$ cat config.mk
export PLATFORM = sky130hd
export DESIGN_NAME = xil_mm_bridge
export DESIGN_NICKNAME = d
export VERILOG_FILES = /design/src/rtl/xil_mm_bridge.sv
export SDC_FILE = /design/constraint.sdc
export NUM_CORES = 1
export LEC_CHECK = 0
export ABC_AREA = 1
export CAP_MARGIN = 20
export CORE_AREA = 4 4 213 257
export DETAILED_ROUTE_END_ITERATION = 16
export DIE_AREA = 0 0 217 261
export PLACE_DENSITY = 0.75
export SYNTH_ARGS = -nofsm -noshare
export SYNTH_HDL_FRONTEND = slang
export SYNTH_SLANG_ARGS = --single-unit
export TNS_END_PERCENT = 20
$ cat constraint.sdc
create_clock -name clk -period 3.57 [get_ports clk]
set_input_delay 0.714 -clock clk [delete_from_list [all_inputs] [get_ports clk]]
set_output_delay 0.714 -clock clk [all_outputs]
set_load 0.05 [all_outputs]
$ cat src/rtl/xil_mm_bridge.sv
// Xillybus request/response FIFO streams to a single-master register bus.
// Word pairs become one bus transaction; each transaction returns two response words.
module xil_mm_bridge #(
    parameter int ADDR_WIDTH = 24,
    parameter int RESP_DEPTH = 16,
    parameter int TIMEOUT    = 255
) (
    input  logic                  clk,
    input  logic                  rst_n,
    input  logic [31:0]           req_data,
    input  logic                  req_wren,
    output logic                  req_full,
    input  logic                  req_open,
    output logic [31:0]           resp_data,
    input  logic                  resp_rden,
    output logic                  resp_empty,
    input  logic                  resp_open,
    output logic                  reg_valid,
    output logic                  reg_wr,
    output logic [ADDR_WIDTH-1:0] reg_addr,
    output logic [31:0]           reg_wdata,
    input  logic                  reg_ack,
    input  logic [31:0]           reg_rdata,
    output logic [15:0]           timeout_cnt,
    output logic [15:0]           ovf_cnt
);

    localparam int PW = $clog2(RESP_DEPTH);

    typedef enum logic [2:0] {IDLE, W1, ISSUE, RESP0, RESP1} state_t;

    state_t      state;
    logic [PW:0] wptr;
    logic [PW:0] rptr;
    logic [PW:0] used;
    logic [31:0] mem [RESP_DEPTH];
    logic [15:0] tmr;
    logic        to_flag;
    logic [31:0] rdata_q;
    logic        room;
    logic        accept;
    logic        push;
    logic        pop;
    logic [31:0] push_word;
    logic        unused_bits;

    assign unused_bits = ^req_data[30:ADDR_WIDTH];

    // IDLE only admits a new pair when both response words are guaranteed a slot.
    assign used       = wptr - rptr;
    assign room       = used <= (PW+1)'(RESP_DEPTH - 2);
    assign resp_empty = (wptr == rptr);
    assign req_full   = (state == ISSUE) || (state == RESP0) || (state == RESP1) ||
                        ((state == IDLE) && !room);
    assign accept     = req_wren && req_open && !req_full;
    assign pop        = resp_rden && resp_open && !resp_empty;
    assign push       = resp_open && ((state == RESP0) || (state == RESP1));
    assign push_word  = (state == RESP0) ? {to_flag, reg_wr, 30'(reg_addr)} : rdata_q;

    always_ff @(posedge clk) begin
        if (push)
            mem[wptr[PW-1:0]] <= push_word;
    end

    // A closed response file flushes the FIFO continuously.
    always_ff @(posedge clk) begin
        if (!rst_n || !resp_open) begin
            wptr <= '0;
            rptr <= '0;
        end else begin
            if (push)
                wptr <= wptr + 1'b1;
            if (pop)
                rptr <= rptr + 1'b1;
        end
    end

    always_ff @(posedge clk) begin
        if (!rst_n)
            resp_data <= 32'h0;
        else if (pop)
            resp_data <= mem[rptr[PW-1:0]];
    end

    always_ff @(posedge clk) begin
        if (!rst_n)
            ovf_cnt <= 16'h0;
        else if (req_wren && req_full && (ovf_cnt != 16'hFFFF))
            ovf_cnt <= ovf_cnt + 16'h1;
    end

    always_ff @(posedge clk) begin
        if (!rst_n) begin
            state       <= IDLE;
            reg_valid   <= 1'b0;
            reg_wr      <= 1'b0;
            reg_addr    <= '0;
            reg_wdata   <= 32'h0;
            tmr         <= 16'h0;
            to_flag     <= 1'b0;
            rdata_q     <= 32'h0;
            timeout_cnt <= 16'h0;
        end else begin
            case (state)
                IDLE: begin
                    if (accept) begin
                        reg_wr   <= req_data[31];
                        reg_addr <= req_data[ADDR_WIDTH-1:0];
                        state    <= W1;
                    end
                end
                W1: begin
                    if (!req_open) begin
                        state <= IDLE;
                    end else if (accept) begin
                        reg_wdata <= req_data;
                        reg_valid <= 1'b1;
                        tmr       <= 16'h0;
                        state     <= ISSUE;
                    end
                end
                ISSUE: begin
                    // Ack wins over a timeout landing on the same cycle.
                    if (reg_ack) begin
                        reg_valid <= 1'b0;
                        to_flag   <= 1'b0;
                        rdata_q   <= reg_wr ? reg_wdata : reg_rdata;
                        state     <= RESP0;
                    end else if (tmr == 16'(TIMEOUT - 1)) begin
                        reg_valid <= 1'b0;
                        to_flag   <= 1'b1;
                        rdata_q   <= 32'hDEAD_DEAD;
                        if (timeout_cnt != 16'hFFFF)
                            timeout_cnt <= timeout_cnt + 16'h1;
                        state     <= RESP0;
                    end else begin
                        tmr <= tmr + 16'h1;
                    end
                end
                RESP0:   state <= RESP1;
                RESP1:   state <= IDLE;
                default: state <= IDLE;
            endcase
        end
    end

endmodule

==> impl_metrics.ini <==
[placement]
place_inst = 3491
detailed_place.area_sq_um = 31400
place_hpwl_um = 44600
portBuffers = 194
gpl.final_weighted_congestion = 0.873

[route]
remaining_drc_errors = 0
wl_um = 73900
drtPass1Iterations = 8
initialDrtViolationCount = 1813
drt-vias-per-instance = 5.81
drtAntennaViolNets = 0
wl_per_cell_um = 20.4
via_count = 21000

[timing]
final_max_slew_viol_count = 0
grt_setup_unrepaired = no
finalSetupViolCount = 0
maxSlewHeadroom = 0.242
tightestPinTransition_ps = 1130
setup-tns-final_ps = 0
timing.final.crit_period_ps = 3380
clock_skew_ps = 24.4
timing.final.hold_violations = 0
min_period_over_period = 0.948
maxClockFrequency_mhz = 296

[synthesis]
synthFlopType = sky130_fd_sc_hd__edfxtp_1
synth-warning-count = 0
number_of_enable_type_register_cells_in_the_synthesized_netlist = 512
asyncSetResetFlopFracSynth = 0
mapped_cells = 2680
mappedNetlistNets = 2765
yosys.cell_types.count = 43
per_instance_average_area_after_synthesis_sq_um = 10.6
synth_area_sq_um = 28400
ys_seq_area_frac = 0.670
yosys_register_bits = 696

[setup_path]
worstReg2RegStart = rptr[0]
crit_path_start = wptr[0]
cp_data_required_time_ps = 2860
r2r_slack_ps = 840
end_kind = primary output
reg2reg_to = resp_data[12]
start_kind = flop
worst-path-max-fanout = 6
worst_ep_arrival_time_ps = 2670
crit_path_end = req_full
worstRegToRegCells = 8
path_class = flop to primary output

[clock_tree]
cts_h_tree_depth = 3
post_cts_hold_buffers = 0
worstSkewPairLatency_ps = 610
cts_root_buf = sky130_fd_sc_hd__clkbuf_16
cts_made_buffers = 66
clk_pin_slew_ps = 60
clockBufferDepth = 3
number_of_sinks_driven_by_the_clock_tree = 696
tritoncts = built

[finish]
area.growth.synth_to_final_pct = 18.1
postLayoutCellArea_sq_um = 33600
nFillCells = 3938
final_layout_size_suffix_gt1_frac = 0.0814
antenna-diode-count = 0
final_cell_mix = 512 x sky130_fd_sc_hd__edfxtp_1, 441 x sky130_fd_sc_hd__nor2_1, 381 x sky130_fd_sc_hd__nand2_1
layout.cells.most_common = sky130_fd_sc_hd__edfxtp_1
layout.nets = 2941
finalNonFillerCells = 3615

[power_and_ir_drop]
p_int_mw = 13.0
peakVddDrop_v = 0.000413
power.static_leakage_nw = 12.0
switching_power_summed_over_all_nets_mw = 3.58
clockPowerShare = 0.421
share_comb_of_total_power = 0.049
power-per-cell-area_nw_per_um2 = 492
switching_share = 0.216
sequentialPowerShare = 0.529

[status]
status = completed

[floorplanning]
die-height_um = 261
pin_count = 195
dieArea_sq_um = 56600
row_count = 92
floorplan.die.width_um = 217
design.core.area_sq_um = 52300
start_util = 0.544

[min_path]
whs_path_depth = 2
timing.hold.worst.class = flop to flop

[global_route]
grt_start_max_net_pins = 177
grt_remaining_overflow = 0
track_usage = 0.255
initial_antenna_violation_count = 0
global_route_wire_length_before_repair_um = 114000
first_global_vias = 20700

[flow_run]
max-cap-violations = 0
[worst max-delay path, cell delays in order (launching register included)]
cell and delay, ps:
sky130_fd_sc_hd__dfxtp_2 370, sky130_fd_sc_hd__inv_1 100, sky130_fd_sc_hd__ha_1 240, sky130_fd_sc_hd__fa_1 410, sky130_fd_sc_hd__nand3b_1 210, sky130_fd_sc_hd__nand2_1 90
sky130_fd_sc_hd__nand2_1 50, sky130_fd_sc_hd__nand2_1 80, sky130_fd_sc_hd__nand2_1 70, sky130_fd_sc_hd__nand2_2 110, sky130_fd_sc_hd__nand2_1 150, sky130_fd_sc_hd__buf_12 210
[cells in the mapped netlist, types with 13 or more instances]
master	count	area, sq um
sky130_fd_sc_hd__edfxtp_1	512	15400
sky130_fd_sc_hd__o211ai_1	16	120
sky130_fd_sc_hd__buf_2	47	235
sky130_fd_sc_hd__o221ai_1	49	429
sky130_fd_sc_hd__nor3_1	14	70.1
sky130_fd_sc_hd__o21ai_0	375	1880
sky130_fd_sc_hd__nand2_1	381	1430
sky130_fd_sc_hd__a21oi_1	105	526
sky130_fd_sc_hd__clkbuf_1	102	383
sky130_fd_sc_hd__dfxtp_1	184	3680
sky130_fd_sc_hd__xor2_1	19	166
sky130_fd_sc_hd__inv_1	132	495
sky130_fd_sc_hd__a31oi_1	40	250
sky130_fd_sc_hd__nand3_1	57	285
sky130_fd_sc_hd__o22ai_1	79	494
sky130_fd_sc_hd__ha_1	13	163
sky130_fd_sc_hd__nor2_1	457	1720
[layout make-up]
cell class	instances	area [sq um]	area share
Clock inverter	32	315	0.00939
Sequential cell	696	19100	0.568
Tap cell	705	882	0.0263
Clock buffer	90	1840	0.0546
Inverter	142	541	0.0161
Timing Repair Buffer	272	2720	0.0809
Multi-Input combinational cell	1678	8230	0.245
[state kept, by name, indices dropped and copies added, names as in the netlist]
signal       cells
mem            512
rdata_q         32
reg_wdata       32
resp_data       32
reg_addr        24
ovf_cnt         16
timeout_cnt     16
tmr             16
rptr             5
wptr             5
state            3
reg_valid        1
reg_wr           1
to_flag          1
[per-layer routing]
layer	part of all wire	vias to the layer above	routed length [um]	GRT usage
met5	0	-	0	0
met1	0.40	10200	29300	0.333
met4	0.027	0	2000	0.0898
li1	-	9751	-	-
met2	0.49	943	36500	0.434
met3	0.081	134	6000	0.0480
[cells by family after synthesis]
kind of cell               Yosys count  synth area share
DFF                                696             0.670
buffers and inverters              306            0.0452
adders and majority gates           14           0.00642
xor gates and xnor gates            30           0.00924
and+or+nand+nor                    956             0.135
AOI/OAI and AO/OA                  678             0.134
[metrics by stage]
step | utilization | hold slack, ps | setup WS [ps] | power (mW)
CTS | 0.642 | 461 | 102 | 16.6
global route | 0.643 | 490 | 10.2 | 17.0
detailed placement | 0.601 | 451 | 727 | 9.73
floorplan | - | 431 | 751 | 9.40
global placement | 0.601 | 439 | 824 | 9.72
finish | 0.643 | 456 | 186 | 16.5
[power groups by stage]
| stage | clock (mW) | combinational [mW] | sequential (mW) |
|---|---|---|---|
| floorplan | 0 | 0.323 | 9.08 |
| global placement | 0 | 0.793 | 8.93 |
| detailed placement | 0 | 0.808 | 8.93 |
| CTS | 7.04 | 0.813 | 8.75 |
| global route | 7.37 | 0.886 | 8.76 |
| finish | 6.97 | 0.817 | 8.75 |
[how the worst min path moves through the flow]
| stage | slack, ps | endpoint | start |
|---|---|---|---|
| 2_1_floorplan | 430 | rdata_q[19] | rdata_q[19] |
| 3_3_place_gp | 440 | to_flag | to_flag |
| 3_5_place_dp | 450 | to_flag | to_flag |
| 4_1_cts | 460 | to_flag | to_flag |
| 5_1_grt | 490 | rdata_q[17] | rdata_q[17] |
| 6_report | 460 | to_flag | to_flag |
[what timing repair did]
item,in CTS,in global routing
gates resized for setup,0,1
endpoints found under the setup margin,0,1
buffers inserted,0,0
No activity file was read; power rests on OpenSTA's default activity.
